[src/rtl/sample_accum_pkg.sv]
// Shared constants for the sample block accumulator: default sample width,
// default block length exponent, and the block-sum width derivation.
package sample_accum_pkg;

    localparam int BW_IN_DEFAULT  = 32'sd3;
    localparam int LOG2_N_DEFAULT = 32'sd2;

    // Width of a block sum: N = 2**log2_n samples of bw_in bits each
    // need log2_n extra bits so uniformly signed/unsigned blocks never overflow.
    function automatic int bw_out_of(input int bw_in, input int log2_n);
        return bw_in + log2_n;
    endfunction

endpackage

[src/rtl/sample_ext.sv]
// Widens one narrow sample to the block-sum width, choosing sign or zero
// extension per sample from data_is_signed.
module sample_ext
    import sample_accum_pkg::*;
#(
    parameter int BW_IN  = BW_IN_DEFAULT,
    parameter int BW_OUT = bw_out_of(BW_IN_DEFAULT, LOG2_N_DEFAULT)
) (
    input  logic              data_is_signed,
    input  logic [BW_IN-1:0]  data_in,
    output logic [BW_OUT-1:0] ext
);

    // Replicate the sample MSB for signed samples, zeros for unsigned ones.
    always_comb begin
        if (data_is_signed) begin
            ext = {{(BW_OUT-BW_IN){data_in[BW_IN-1]}}, data_in};
        end else begin
            ext = {{(BW_OUT-BW_IN){1'b0}}, data_in};
        end
    end

endmodule

[src/rtl/sample_accum.sv]
// Block accumulator: sums N = 2**LOG2_N extended samples and presents each
// block sum on a valid/ready output. A completed sum is held until taken;
// while it waits, no further input is accepted.
module sample_accum
    import sample_accum_pkg::*;
#(
    parameter int BW_IN  = BW_IN_DEFAULT,
    parameter int LOG2_N = LOG2_N_DEFAULT,
    parameter int BW_OUT = bw_out_of(BW_IN, LOG2_N)
) (
    input  logic              clk,
    input  logic              rst,
    input  logic              clear,
    input  logic              data_is_signed,
    input  logic              in_valid,
    output logic              in_ready,
    input  logic [BW_IN-1:0]  data_in,
    output logic              out_valid,
    input  logic              out_ready,
    output logic [BW_OUT-1:0] data_out
);

    localparam int                N        = 32'sd1 << LOG2_N;
    localparam logic [LOG2_N-1:0] CNT_ONE  = LOG2_N'(32'sd1);
    localparam logic [LOG2_N-1:0] CNT_LAST = LOG2_N'(N - 32'sd1);

    logic [BW_OUT-1:0] ext_s;
    logic [BW_OUT-1:0] sum_s;
    logic              in_ready_s;
    logic              accept_s;
    logic              wrap_s;

    logic [BW_OUT-1:0] acc_r;
    logic [LOG2_N-1:0] cnt_r;
    logic [BW_OUT-1:0] data_out_r;
    logic              out_valid_r;

    sample_ext #(
        .BW_IN  (BW_IN),
        .BW_OUT (BW_OUT)
    ) u_sample_ext (
        .data_is_signed (data_is_signed),
        .data_in        (data_in),
        .ext            (ext_s)
    );

    // Ready unless flushing, in reset, or holding an untaken sum; an accept on
    // the last slot of a block completes it.
    always_comb begin
        if (rst) begin
            in_ready_s = 1'b0;
        end else if (clear) begin
            in_ready_s = 1'b0;
        end else begin
            in_ready_s = ~out_valid_r | out_ready;
        end
        accept_s = in_valid & in_ready_s;
        wrap_s   = accept_s & (cnt_r == CNT_LAST);
        sum_s    = acc_r + ext_s;
    end

    // Accumulate samples, publish the sum on block completion, retire it on handshake.
    always_ff @(posedge clk or posedge rst) begin
        if (rst) begin
            acc_r       <= {BW_OUT{1'b0}};
            cnt_r       <= {LOG2_N{1'b0}};
            data_out_r  <= {BW_OUT{1'b0}};
            out_valid_r <= 1'b0;
        end else if (clear) begin
            // Flush only the partial block; a pending output stays untouched.
            acc_r <= {BW_OUT{1'b0}};
            cnt_r <= {LOG2_N{1'b0}};
        end else begin
            if (accept_s) begin
                cnt_r <= cnt_r + CNT_ONE;
                if (wrap_s) begin
                    acc_r <= {BW_OUT{1'b0}};
                end else begin
                    acc_r <= sum_s;
                end
            end
            if (wrap_s) begin
                data_out_r  <= sum_s;
                out_valid_r <= 1'b1;
            end else if (out_valid_r & out_ready) begin
                out_valid_r <= 1'b0;
            end
        end
    end

    assign in_ready  = in_ready_s;
    assign out_valid = out_valid_r;
    assign data_out  = data_out_r;

endmodule

[config.mk]
export PLATFORM = sky130hd
export DESIGN_NAME = sample_accum
export DESIGN_NICKNAME = d
export VERILOG_FILES = /design/src/rtl/sample_accum_pkg.sv /design/src/rtl/sample_ext.sv /design/src/rtl/sample_accum.sv
export SDC_FILE = /design/constraint.sdc
export NUM_CORES = 1
export LEC_CHECK = 0
export BUFFER_PORTS_ARGS = -buffer_cell sky130_fd_sc_hd__buf_2
export CAP_MARGIN = 20
export CORE_MARGIN = 5
export CORE_UTILIZATION = 41
export CTS_BUF_LIST = sky130_fd_sc_hd__clkbuf_4
export DETAILED_ROUTE_END_ITERATION = 8
export PLACE_DENSITY = 0.63
export SYNTH_ARGS = -nofsm -noshare
export SYNTH_HDL_FRONTEND = slang
export SYNTH_SLANG_ARGS = --single-unit
[constraint.sdc]
create_clock -name clk -period 5.3 [get_ports clk]
set_input_delay 0.53 -clock clk [delete_from_list [all_inputs] [get_ports clk]]
set_output_delay 0.53 -clock clk [all_outputs]
set_load 0.02 [all_outputs]
==> summary.md, run 1 <==
| Metric | Value |
|---|---|
| Worst EP arrival | `2.04 ns` |
| Dominant cells by area after synthesis | `dfrtp_1 45%, ha_1 8.7%, mux2_1 6.3%` |
| H-tree depth | `1` |
| Run status | `finished clean` |
| Syn Area/Cell | `11.5 um2` |
| Sequential power share | `51.6%` |
| Slew Limit Fails | `0` |
| CP Max Fanout | `14` |
| Synth warnings | `0` |
| Sw frac | `25.8%` |
| Hold WS | `0.305 ns` |
| Max Buffers Root-to-Sink | `2` |
| CTS clk-pin slew, worst paths | `0.08 ns` |
| Distinct cells, synth | `27` |
| Clock share of power | `31.5%` |
| Sequential area share after synthesis | `45.5%` |
| Total grt overflow | `0` |
| Final WS setup | `3.42 ns` |
| Router iterations before antenna repair | `4` |
| Internal power | `0.155 mW` |
| # Post-CTS Setup Buffers | `0` |
| Largest area contributor in the netlist | `dfrtp_1` |
| DR WL/cell | `13.0 um` |
| Clk_skew | `0.000832 ns` |
| Setup total negative slack | `0 ns` |
| Psw | `0.0539 mW` |
| Synth Instances | `62` |
| Vias per cell | `5.05` |
| Yosys reg bits | `13` |
| Net Count, Synth | `77` |
| Async SR Flop Fraction | `100%` |
| Worst hold path class | `input port to asynchronous set/reset pin` |
| Most frequent cells in the layout | `15 x buf_2, 13 x dfrtp_1, 5 x inv_1, 5 x ha_1` |
| # setup viols final | `0` |
| TritonCTS clock tree | `done` |
| GR Util All Layers | `10.4%` |
| DRC | `0` |
| Crit share post-route | `35.5%` |
| Clk Latency, worst-skew pair | `0.27 ns` |
| Total wire length | `1250 um` |
| Number of fill cells in the layout | `169` |
| Critical Path Slowest Stage Cell | `nor4b_4` |
| Clock root buffer | `clkbuf_4` |
| CTS Buf Count | `3` |
| Core area | `1690 um2` |
| Place WS | `3.16 ns` |
| Worst-Margin Slew | `0.672 ns` |
| Seq. cell area | `325 um2` |
| Multi-input gate area | `355 um2` |
| Layout Nets | `95` |
| Endpoint type of the worst setup path | `flip-flop` |
| CP startpoint kind | `flip-flop` |
| Routed Antenna Nets | `0` |
| Resized cells post-CTS | `0` |
| Total die area | `2680 um2` |
| Power per Cell Area | `252 nW/um2` |
| Reg2Reg Setup Slack | `3.42 ns` |
| Row cnt | `15` |
| Clock sinks | `13` |
| Tmin final | `1.88 ns` |
| Global-route wire length before repair | `1990 um` |
| Post-cts hold buffer count | `0` |
| Final Util | `48.9%` |
| Initial antenna violation count | `0` |
| Vias in the first global route | `460` |
| Max_cap viols | `0` |
| Lkg Pwr | `0.464 nW` |
| Initial Util | `42.4%` |
| Fin. Hold Viols | `0` |
| F_max | `0.531 GHz` |
| Syn-to-layout area delta | `15.4%` |
| Critical path, cell by cell | `nor2b_1, nor4b_4, nand2_2, mux2_1` |
| RD Place Congestion | `0.695` |
| Pin count of the biggest net entering global routing | `15` |
| Comb pwr share | `16.9%` |
| Fraction of layout cells with a size suffix above 1 | `29.1%` |
| Total number of vias | `485` |
| Share of the synthesized area in the top cell type | `45.5%` |
| Total power | `0.209 mW` |
| Worst path max stage delay | `0.59 ns` |
| PortBufs | `15` |
| WP data required | `5.46 ns` |
| Horiz. Die Dim | `51.8 um` |
| Post-DP HPWL | `941 um` |
| IR drop worst, VDD | `194 uV` |
| Max_slew headroom | `55.0%` |
| Die H | `51.8 um` |
| I/O pin total | `16` |
| Cell Area, Synth | `716 um2` |
| Unrepaired setup endpoints after global routing | `no` |
| Initial DRC Count | `4` |
| WS Path Type | `flip-flop to flip-flop` |
| Ant diodes | `0` |
| Most common cell after layout, fill and taps aside | `buf_2` |
| Number of flops mapped to enable cells by yosys | `0` |
| Ys flop type | `dfrtp_1` |
cells by family (layout without fill, tap and decap cells):
kind of cell / Yosys count / count (layout) / synth area share (%)
fa+ha+maj: 6 / 6 / 11.5
simple gates: 15 / 15 / 13.8
xor+xnor: 4 / 4 / 4.90
compound gates: 11 / 11 / 10.1
flops: 13 / 13 / 45.5
buf+inv: 7 / 24 / 4.89
mux: 6 / 6 / 9.27
state kept, by name, summed over array words and instances (netlist names):
| signal | cells |
|---|---|
| data_out | 5 |
| cnt_r | 2 |
| out_valid | 1 |
| acc_r | 5 |
final timing paths:
check	start	endpoint	depth (start not counted)
min	rst	out_valid	2
max in group asynchronous	rst	data_out[4]	2
min reg2reg	data_out[0]	data_out[0]	1
max reg2reg	out_valid	data_out[4]	4
min in group clk	data_out[0]	data_out[0]	1
max	out_valid	data_out[4]	4
stage by stage:
| stage | instances | instance area [um2] |
|---|---|---|
| final | 96 | 826 |
| after global placement | 92 | 796 |
| after CTS | 96 | 826 |
| after global routing | 96 | 826 |
| after detailed placement | 92 | 796 |
| after floorplan | 62 | 716 |
cells in the mapped netlist, types with 2 or more instances:
cell type / count
dfrtp_1: 13
nand2b_1: 3
ha_1: 5
nand3_1: 2
nand2_1: 3
a21o_1: 2
a21oi_1: 2
o21ai_0: 4
mux2_1: 4
inv_1: 5
xor2_1: 3
power groups by stage:
| stage | clock network [mW] | registers [mW] | logic, mW |
|---|---|---|---|
| after floorplan | 0 | 0.112 | 0.0237 |
| after global placement | 0 | 0.110 | 0.0353 |
| after detailed placement | 0 | 0.110 | 0.0359 |
| after CTS | 0.0679 | 0.108 | 0.0362 |
| after global routing | 0.0730 | 0.108 | 0.0396 |
| final | 0.0657 | 0.108 | 0.0353 |
layer usage:
metal / up-vias / global-route usage (%) / wire length [um]
met3: 2 / 5.16 / 83
met4: 0 / 3.93 / 13
met1: 223 / 11.5 / 580
met2: 11 / 17.2 / 571
li1: 249 / - / -
met5: - / 0 / 0
layout make-up:
type	count	area share [%]
sequential	13	39.4
clock buffer	4	3.64
inverter	5	2.27
tap	17	2.58
multi-input combinational	42	43.0
timing repair buffer	15	9.09
critical path, delay by kind of cell (launching register included):
family           cells  cell delay (ns)
muxes                1             0.36
and+or+nand+nor      3             1.01
DFF                  1             0.39
Note: power is estimated with default switching activity, not from simulation.
==> inputs of run 2 (changes only) <==
--- a/config.mk
+++ b/config.mk
@@ -5,13 +5,14 @@
 export SDC_FILE = /design/constraint.sdc
 export NUM_CORES = 1
 export LEC_CHECK = 0
+export ABC_AREA = 1
 export BUFFER_PORTS_ARGS = -buffer_cell sky130_fd_sc_hd__buf_2
 export CAP_MARGIN = 20
 export CORE_MARGIN = 5
 export CORE_UTILIZATION = 41
 export CTS_BUF_LIST = sky130_fd_sc_hd__clkbuf_4
 export DETAILED_ROUTE_END_ITERATION = 8
-export PLACE_DENSITY = 0.63
+export PLACE_DENSITY = 0.65
 export SYNTH_ARGS = -nofsm -noshare
 export SYNTH_HDL_FRONTEND = slang
 export SYNTH_SLANG_ARGS = --single-unit
==> constraint.sdc (replaced) <==
create_clock -name clk -period 1.6 [get_ports clk]
set_input_delay 0.16 -clock clk [delete_from_list [all_inputs] [get_ports clk]]
set_output_delay 0.16 -clock clk [all_outputs]
set_load 0.02 [all_outputs]
==> run 2 against run 1 <==
Effect of this change:
- sequential share of layout area decreased by 3.6 points
- register-to-register slack got worse by 3.3 ns
- global-route usage increased by 3.8 points
- cell area increased by 10%
- highest routed layer unchanged
- fmax increased by 31%
- combinational power increased to 3.3 times the previous value
==> summary.md, run 2 <==
| Metric | Value |
|---|---|
| Post-DP HPWL | `1200 um (was 941 um)` |
| DR WL/cell | `10.6 um (was 13.0 um)` |
| Final WS setup | `0.157 ns (was 3.42 ns)` |
| M3 GR Usage | `6.20% (was 5.16%)` |
| Number of flops mapped to enable cells by yosys | `0 (unchanged)` |
| Vias per cell | `4.50 (was 5.05)` |
| Initial DRC Count | `3 (was 4)` |
| Most frequent cells in the layout | `42 x nand2_1, 15 x buf_2, 13 x dfrtp_1, 10 x inv_1, 10 x nand3_1 (was 15 x buf_2, 13 x dfrtp_1, 5 x inv_1, 5 x ha_1)` |
| Clock root buffer | `clkbuf_4 (unchanged)` |
| Unrepaired setup endpoints after global routing | `no (unchanged)` |
| WP data required | `1.77 ns (was 5.46 ns)` |
| Adder-cell share of the synthesized area | `10.9% (was 11.5%)` |
| Power per Cell Area | `754 nW/um2 (was 252 nW/um2)` |
| Worst hold path class | `input port to flip-flop (was input port to asynchronous set/reset pin)` |
| Mux contribution to synthesized area | `1.32% (was 9.27%)` |
| Sequential area share after synthesis | `42.8% (was 45.5%)` |
| Global-route wire length before repair | `2840 um (was 1990 um)` |
| H-tree depth | `1 (unchanged)` |
| Crit path buf inv count | `0 (unchanged)` |
| Max_slew headroom | `66.8% (was 55.0%)` |
| CP startpoint kind | `flip-flop (unchanged)` |
| Design area | `910 um2 (was 826 um2)` |
| Max Buffers Root-to-Sink | `2 (unchanged)` |
| # Post-CTS Setup Buffers | `0 (unchanged)` |
| Most Used Layer, Global Route | `met2 (unchanged)` |
| Largest family of logic cells by synthesized area | `simple AND/OR/NAND/NOR gates (unchanged)` |
| Reg2Reg Setup Slack | `0.16 ns (was 3.42 ns)` |
| Hold WS | `0.175 ns (was 0.305 ns)` |
| Synth warnings | `0 (unchanged)` |
| Total power | `0.686 mW (was 0.209 mW)` |
| Vias in the first global route | `680 (was 460)` |
| Tmin final | `1.44 ns (was 1.88 ns)` |
| Synth Instances | `94 (was 62)` |
| Worst-Margin Slew | `0.498 ns (was 0.672 ns)` |
| WS Path Type | `flip-flop to flip-flop (unchanged)` |
| Critical Path Slowest Stage Cell | `dfrtp_1 (was nor4b_4)` |
| Dominant cells by area after synthesis | `dfrtp_1 43%, nand2_1 21%, ha_1 8.2% (was dfrtp_1 45%, ha_1 8.7%, mux2_1 6.3%)` |
| Max_cap viols | `0 (unchanged)` |
| Run status | `finished clean (unchanged)` |
| Met2 track demand over resource | `24.4% (was 17.2%)` |
| Lkg Pwr | `0.563 nW (was 0.464 nW)` |
| CP Max Fanout | `3 (was 14)` |
| Placed cell area | `867 um2 (was 796 um2)` |
| Initial Util | `43.6% (was 42.4%)` |
| Multi-input gate area | `390 um2 (was 355 um2)` |
| Clk Latency, worst-skew pair | `0.27 ns (about the same)` |
| Total die area | `2820 um2 (was 2680 um2)` |
| Worst EP arrival | `1.61 ns (was 2.04 ns)` |
| Clk_skew | `0.00377 ns (was 0.000832 ns)` |
| Initial antenna violation count | `0 (unchanged)` |
| Slew Limit Fails | `0 (unchanged)` |
| Async SR Flop Fraction | `100% (unchanged)` |
| GR Util All Layers | `14.2% (was 10.4%)` |
| Fraction of layout cells with a size suffix above 1 | `23.7% (was 29.1%)` |
| Total number of vias | `625 (was 485)` |
| Finished Layout Cells | `139 (was 96)` |
| Syn-to-layout area delta | `19.6% (was 15.4%)` |
| Die H | `53.1 um (was 51.8 um)` |
| Met1 Usage GRT | `16.0% (was 11.5%)` |
| TritonCTS clock tree | `done (unchanged)` |
| Worst path max stage delay | `0.38 ns (was 0.59 ns)` |
| Place WS | `0.111 ns (was 3.16 ns)` |
| CP most frequent cell | `nand2_1` |
| F_max | `0.693 GHz (was 0.531 GHz)` |
| # setup viols final | `0 (unchanged)` |
| RD Place Congestion | `0.775 (was 0.695)` |
| Routed Antenna Nets | `0 (unchanged)` |
| Synth Area in Simple Gates | `37.7% (was 13.8%)` |
| Crit share post-route | `90.2% (was 35.5%)` |
| Number of fill cells in the layout | `181 (was 169)` |
| Row cnt | `15 (unchanged)` |
| I/O pin total | `16 (unchanged)` |
| Net Count, Synth | `109 (was 77)` |
| Top cells by instance count after synthesis | `42 x nand2_1, 13 x dfrtp_1, 10 x inv_1, 10 x nand3_1, 5 x ha_1 (was 13 x dfrtp_1, 5 x ha_1, 5 x inv_1)` |
| Total wire length | `1480 um (was 1250 um)` |
| Synth Area in Compound Gates | `0% (was 10.1%)` |
| DRC | `0 (unchanged)` |
| Pin count of the biggest net entering global routing | `14 (was 15)` |
| Syn Area/Cell | `8.09 um2 (was 11.5 um2)` |
| Most common cell after layout, fill and taps aside | `nand2_1 (was buf_2)` |
| CTS clk-pin slew, worst paths | `0.08 ns (about the same)` |
| Clock sinks | `13 (unchanged)` |
| Ys flop type | `dfrtp_1 (unchanged)` |
| Post-synthesis xor/xnor area fraction | `1.15% (was 4.90%)` |
| Total grt overflow | `0 (unchanged)` |
| Ant diodes | `0 (unchanged)` |
| Top-count cell post-synth | `nand2_1 (was dfrtp_1)` |
| Setup total negative slack | `0 ns (unchanged)` |
| Core area | `1750 um2 (was 1690 um2)` |
| Seq. cell area | `325 um2 (unchanged)` |
| Critical path, cell by cell | `ha_1, fa_2, nand2_1, nor2_1, nor2_1, nand2_1, nand3_1, nand2_1 (was nor2b_1, nor4b_4, nand2_2, mux2_1)` |
| Router iterations before antenna repair | `3 (was 4)` |
| PortBufs | `15 (unchanged)` |
| CTS Buf Count | `3 (unchanged)` |
| Yosys reg bits | `13 (unchanged)` |
| Cell Area, Synth | `761 um2 (was 716 um2)` |
| Horiz. Die Dim | `53.1 um (was 51.8 um)` |
| Largest area contributor in the netlist | `dfrtp_1 (unchanged)` |
| Fin. Hold Viols | `0 (unchanged)` |
| Endpoint type of the worst setup path | `flip-flop (unchanged)` |
| Layout Nets | `130 (was 95)` |
| Distinct cells, synth | `17 (was 27)` |
| Placed Cells | `134 (was 92)` |
| Share of the synthesized area in the top cell type | `42.8% (was 45.5%)` |
| Final Util | `52.1% (was 48.9%)` |
| IR drop worst, VDD | `455 uV (was 194 uV)` |
| CP top delay family | `adder cells (was simple AND/OR/NAND/NOR gates)` |
## run 2: power breakdown
group	switching (mW)	total [mW]	internal, mW
combinational	0.0719	0.117	0.0450
sequential	0.0105	0.354	0.343
clock	0.102	0.215	0.114
## run 2: per-layer routing
| layer | up-vias | share of wire [%] |
|---|---|---|
| li1 | 330 | - |
| met1 | 282 | 43 |
| met2 | 11 | 51 |
| met3 | 2 | 4.7 |
| met4 | 0 | 0.75 |
| met5 | - | 0 |
## run 2: cell families (layout without fill, tap and decap cells)
logic type	Yosys count	count (layout)
buf+inv	12	32
mux	1	1
fa+ha+maj	6	6
flops	13	13
simple gates	61	61
xor+xnor	1	1
## run 2: worst reg2reg max path, cell delays in order (launching register included)
cell and delay (ns):
dfrtp_1 0.38, ha_1 0.21, fa_2 0.38, nand2_1 0.08
nor2_1 0.04, nor2_1 0.07, nand2_1 0.07, nand3_1 0.06
nand2_1 0.05
## run 2: path summary, 6_finish.rpt
path / startpoint / endpoint / cells past startpoint
worst max-delay path: acc_r[0] / acc_r[4] / 8
worst min-delay path: in_valid / cnt_r[1] / 3
worst max register to register: acc_r[0] / acc_r[4] / 8
worst min register to register: data_out[0] / data_out[0] / 2
max in group asynchronous: rst / cnt_r[0] / 3
min in group asynchronous: rst / data_out[1] / 3
## run 2: area by class of cell
cell class | count | share of cell area [%]
inverters | 12 | 5.23
flip-flops and latches | 13 | 35.8
repair buffers | 16 | 9.35
clock buffers | 4 | 3.30
multi-input cells | 69 | 42.9
well taps | 25 | 3.44
## run 2: what timing repair did
item | in CTS | in global routing
setup endpoints to repair | 0 | 2
endpoints found under the hold margin | 13 | 0
resized for setup | 0 | 1
hold buffers | 1 | 0
==> inputs of run 3 (changes only) <==
--- a/config.mk
+++ b/config.mk
@@ -8,6 +8,7 @@
 export ABC_AREA = 1
 export BUFFER_PORTS_ARGS = -buffer_cell sky130_fd_sc_hd__buf_2
 export CAP_MARGIN = 20
+export CORE_ASPECT_RATIO = 1.25
 export CORE_MARGIN = 5
 export CORE_UTILIZATION = 41
 export CTS_BUF_LIST = sky130_fd_sc_hd__clkbuf_4
==> run 3 against run 2 <==
Effect of this change:
- critical path depth is the same
- hold slack gained 0.0038 ns
- non-clock buffer count is the same
- clock-buffer cell count is the same
- fmax shrank 1.1%
- register-to-register slack lost 0.02 ns
- via count grew 2.4%
- critical endpoint unchanged
==> summary.md, run 3 (synthesis gave the netlist of run 2 again) <==
| Metric | Value |
|---|---|
| Most frequent cells in the layout | `42 x nand2_1, 15 x buf_2, 13 x dfrtp_1, 10 x inv_1, 10 x nand3_1 (unchanged)` |
| CTS Buf Count | `3 (unchanged)` |
| Initial DRC Count | `16 (was 3)` |
| Unrepaired setup endpoints after global routing | `no (unchanged)` |
| Clock root buffer | `clkbuf_4 (unchanged)` |
| WS Path Type | `flip-flop to flip-flop (unchanged)` |
| Post-DP HPWL | `1220 um (was 1200 um)` |
| IR drop worst, VDD | `365 uV (was 455 uV)` |
| Worst-Margin Slew | `0.490 ns (was 0.498 ns)` |
| WP data required | `1.77 ns (about the same)` |
| Pin count of the biggest net entering global routing | `14 (unchanged)` |
| Syn-to-layout area delta | `18.6% (was 19.6%)` |
| Layout Nets | `130 (unchanged)` |
| CTS clk-pin slew, worst paths | `0.08 ns (about the same)` |
| Total die area | `2820 um2 (about the same)` |
| Finished Layout Cells | `133 (was 139)` |
| H-tree depth | `1 (unchanged)` |
| # setup viols final | `0 (unchanged)` |
| Crit share post-route | `91.2% (was 90.2%)` |
| Most common cell after layout, fill and taps aside | `nand2_1 (unchanged)` |
| RD Place Congestion | `0.829 (was 0.775)` |
| Worst EP arrival | `1.63 ns (was 1.61 ns)` |
| Place WS | `0.0980 ns (was 0.111 ns)` |
| Tmin final | `1.46 ns (was 1.44 ns)` |
| DRC | `0 (unchanged)` |
| Row cnt | `17 (was 15)` |
| Routed Antenna Nets | `0 (unchanged)` |
| Die H | `58.2 um (was 53.1 um)` |
| Max Buffers Root-to-Sink | `2 (unchanged)` |
| Global-route wire length before repair | `2730 um (was 2840 um)` |
| Placed Cells | `128 (was 134)` |
| Endpoint type of the worst setup path | `flip-flop (unchanged)` |
| Worst hold path class | `input port to flip-flop (unchanged)` |
| F_max | `0.685 GHz (was 0.693 GHz)` |
| Total wire length | `1520 um (was 1480 um)` |
| CP Max Fanout | `3 (unchanged)` |
| Slew Limit Fails | `0 (unchanged)` |
| Horiz. Die Dim | `48.5 um (was 53.1 um)` |
| Clock sinks | `13 (unchanged)` |
| Ant diodes | `0 (unchanged)` |
| CP startpoint kind | `flip-flop (unchanged)` |
| Clk Latency, worst-skew pair | `0.28 ns (was 0.27 ns)` |
| Vias in the first global route | `636 (was 680)` |
| Fin. Hold Viols | `0 (unchanged)` |
| Router iterations before antenna repair | `4 (was 3)` |
| Vias per cell | `4.81 (was 4.50)` |
| DR WL/cell | `11.4 um (was 10.6 um)` |
| Final WS setup | `0.141 ns (was 0.157 ns)` |
| TritonCTS clock tree | `done (unchanged)` |
| GR Util All Layers | `12.4% (was 14.2%)` |
| Total number of vias | `640 (was 625)` |
| Max_slew headroom | `67.3% (was 66.8%)` |
| I/O pin total | `16 (unchanged)` |
| Initial Util | `43.1% (was 43.6%)` |
| Design area | `902 um2 (was 910 um2)` |
| Setup total negative slack | `0 ns (unchanged)` |
| Clk_skew | `0.00732 ns (was 0.00377 ns)` |
| Lkg Pwr | `0.563 nW (unchanged)` |
| Fraction of layout cells with a size suffix above 1 | `23.7% (unchanged)` |
| Reg2Reg Setup Slack | `0.14 ns (was 0.16 ns)` |
| Placed cell area | `860 um2 (was 867 um2)` |
| Run status | `finished clean (unchanged)` |
| Core area | `1770 um2 (was 1750 um2)` |
| Max_cap viols | `0 (unchanged)` |
| PortBufs | `15 (unchanged)` |
| Power per Cell Area | `772 nW/um2 (was 754 nW/um2)` |
| Total grt overflow | `0 (unchanged)` |
| Hold WS | `0.179 ns (was 0.175 ns)` |
| Initial antenna violation count | `0 (unchanged)` |
==> run 3: layer usage <==
layer  wire length (um)  share of wire, %  GRT usage [%]  up-vias
met1                672                44           14.6      288
li1                   -                 -              -      330
met3                 67               4.4           2.83        5
met5                  0                 0              0        -
met4                 37               2.4           5.77        0
met2                743                49           21.1       17
==> run 3: where the power goes <==
part | leakage, nW | switching, mW | internal (mW)
logic | 0.366 | 0.0742 | 0.0456
registers | 0.178 | 0.00997 | 0.343
clock network | 0.0184 | 0.109 | 0.114
==> run 3: final timing paths <==
path / from / endpoint / depth (start not counted)
max reg2reg: acc_r[0] / acc_r[4] / 8
min: in_valid / cnt_r[1] / 3
min reg2reg: data_out[0] / data_out[0] / 2
min in group asynchronous: rst / acc_r[3] / 3
max: acc_r[0] / acc_r[4] / 8
max in group asynchronous: rst / data_out[4] / 3
==> run 3: final cells by class <==
class | count | area [um2]
flip-flops and latches | 13 | 325
well taps | 19 | 23.8
fillers | 174 | 863
repair buffers | 16 | 85.1
clock buffers | 4 | 30.0
multi-input cells | 69 | 390
inverters | 12 | 47.5
==> run 3: what timing repair did <==
item	in CTS	in global routing
hold endpoints to repair	13	0
resized for setup	0	1
setup buffers	0	0
hold buffers	1	0
endpoints found under the setup margin	0	2
==> run 3: per-stage QoR <==
stage          utilization (%)  power (mW)
6_report                  51.1       0.696
5_1_grt                   51.1       0.739
4_1_cts                   51.0       0.699
3_5_place_dp              48.7       0.479
3_3_place_gp              48.7       0.476
2_1_floorplan                -       0.438
==> run 3: worst max-delay path: stages (launching register included) <==
cell and delay [ns]:
dfrtp_1 0.39, ha_1 0.21, fa_2 0.37, nand2_1 0.08
nor2_1 0.04, nor2_1 0.08, nand2_1 0.07, nand3_1 0.07
nand2_1 0.05
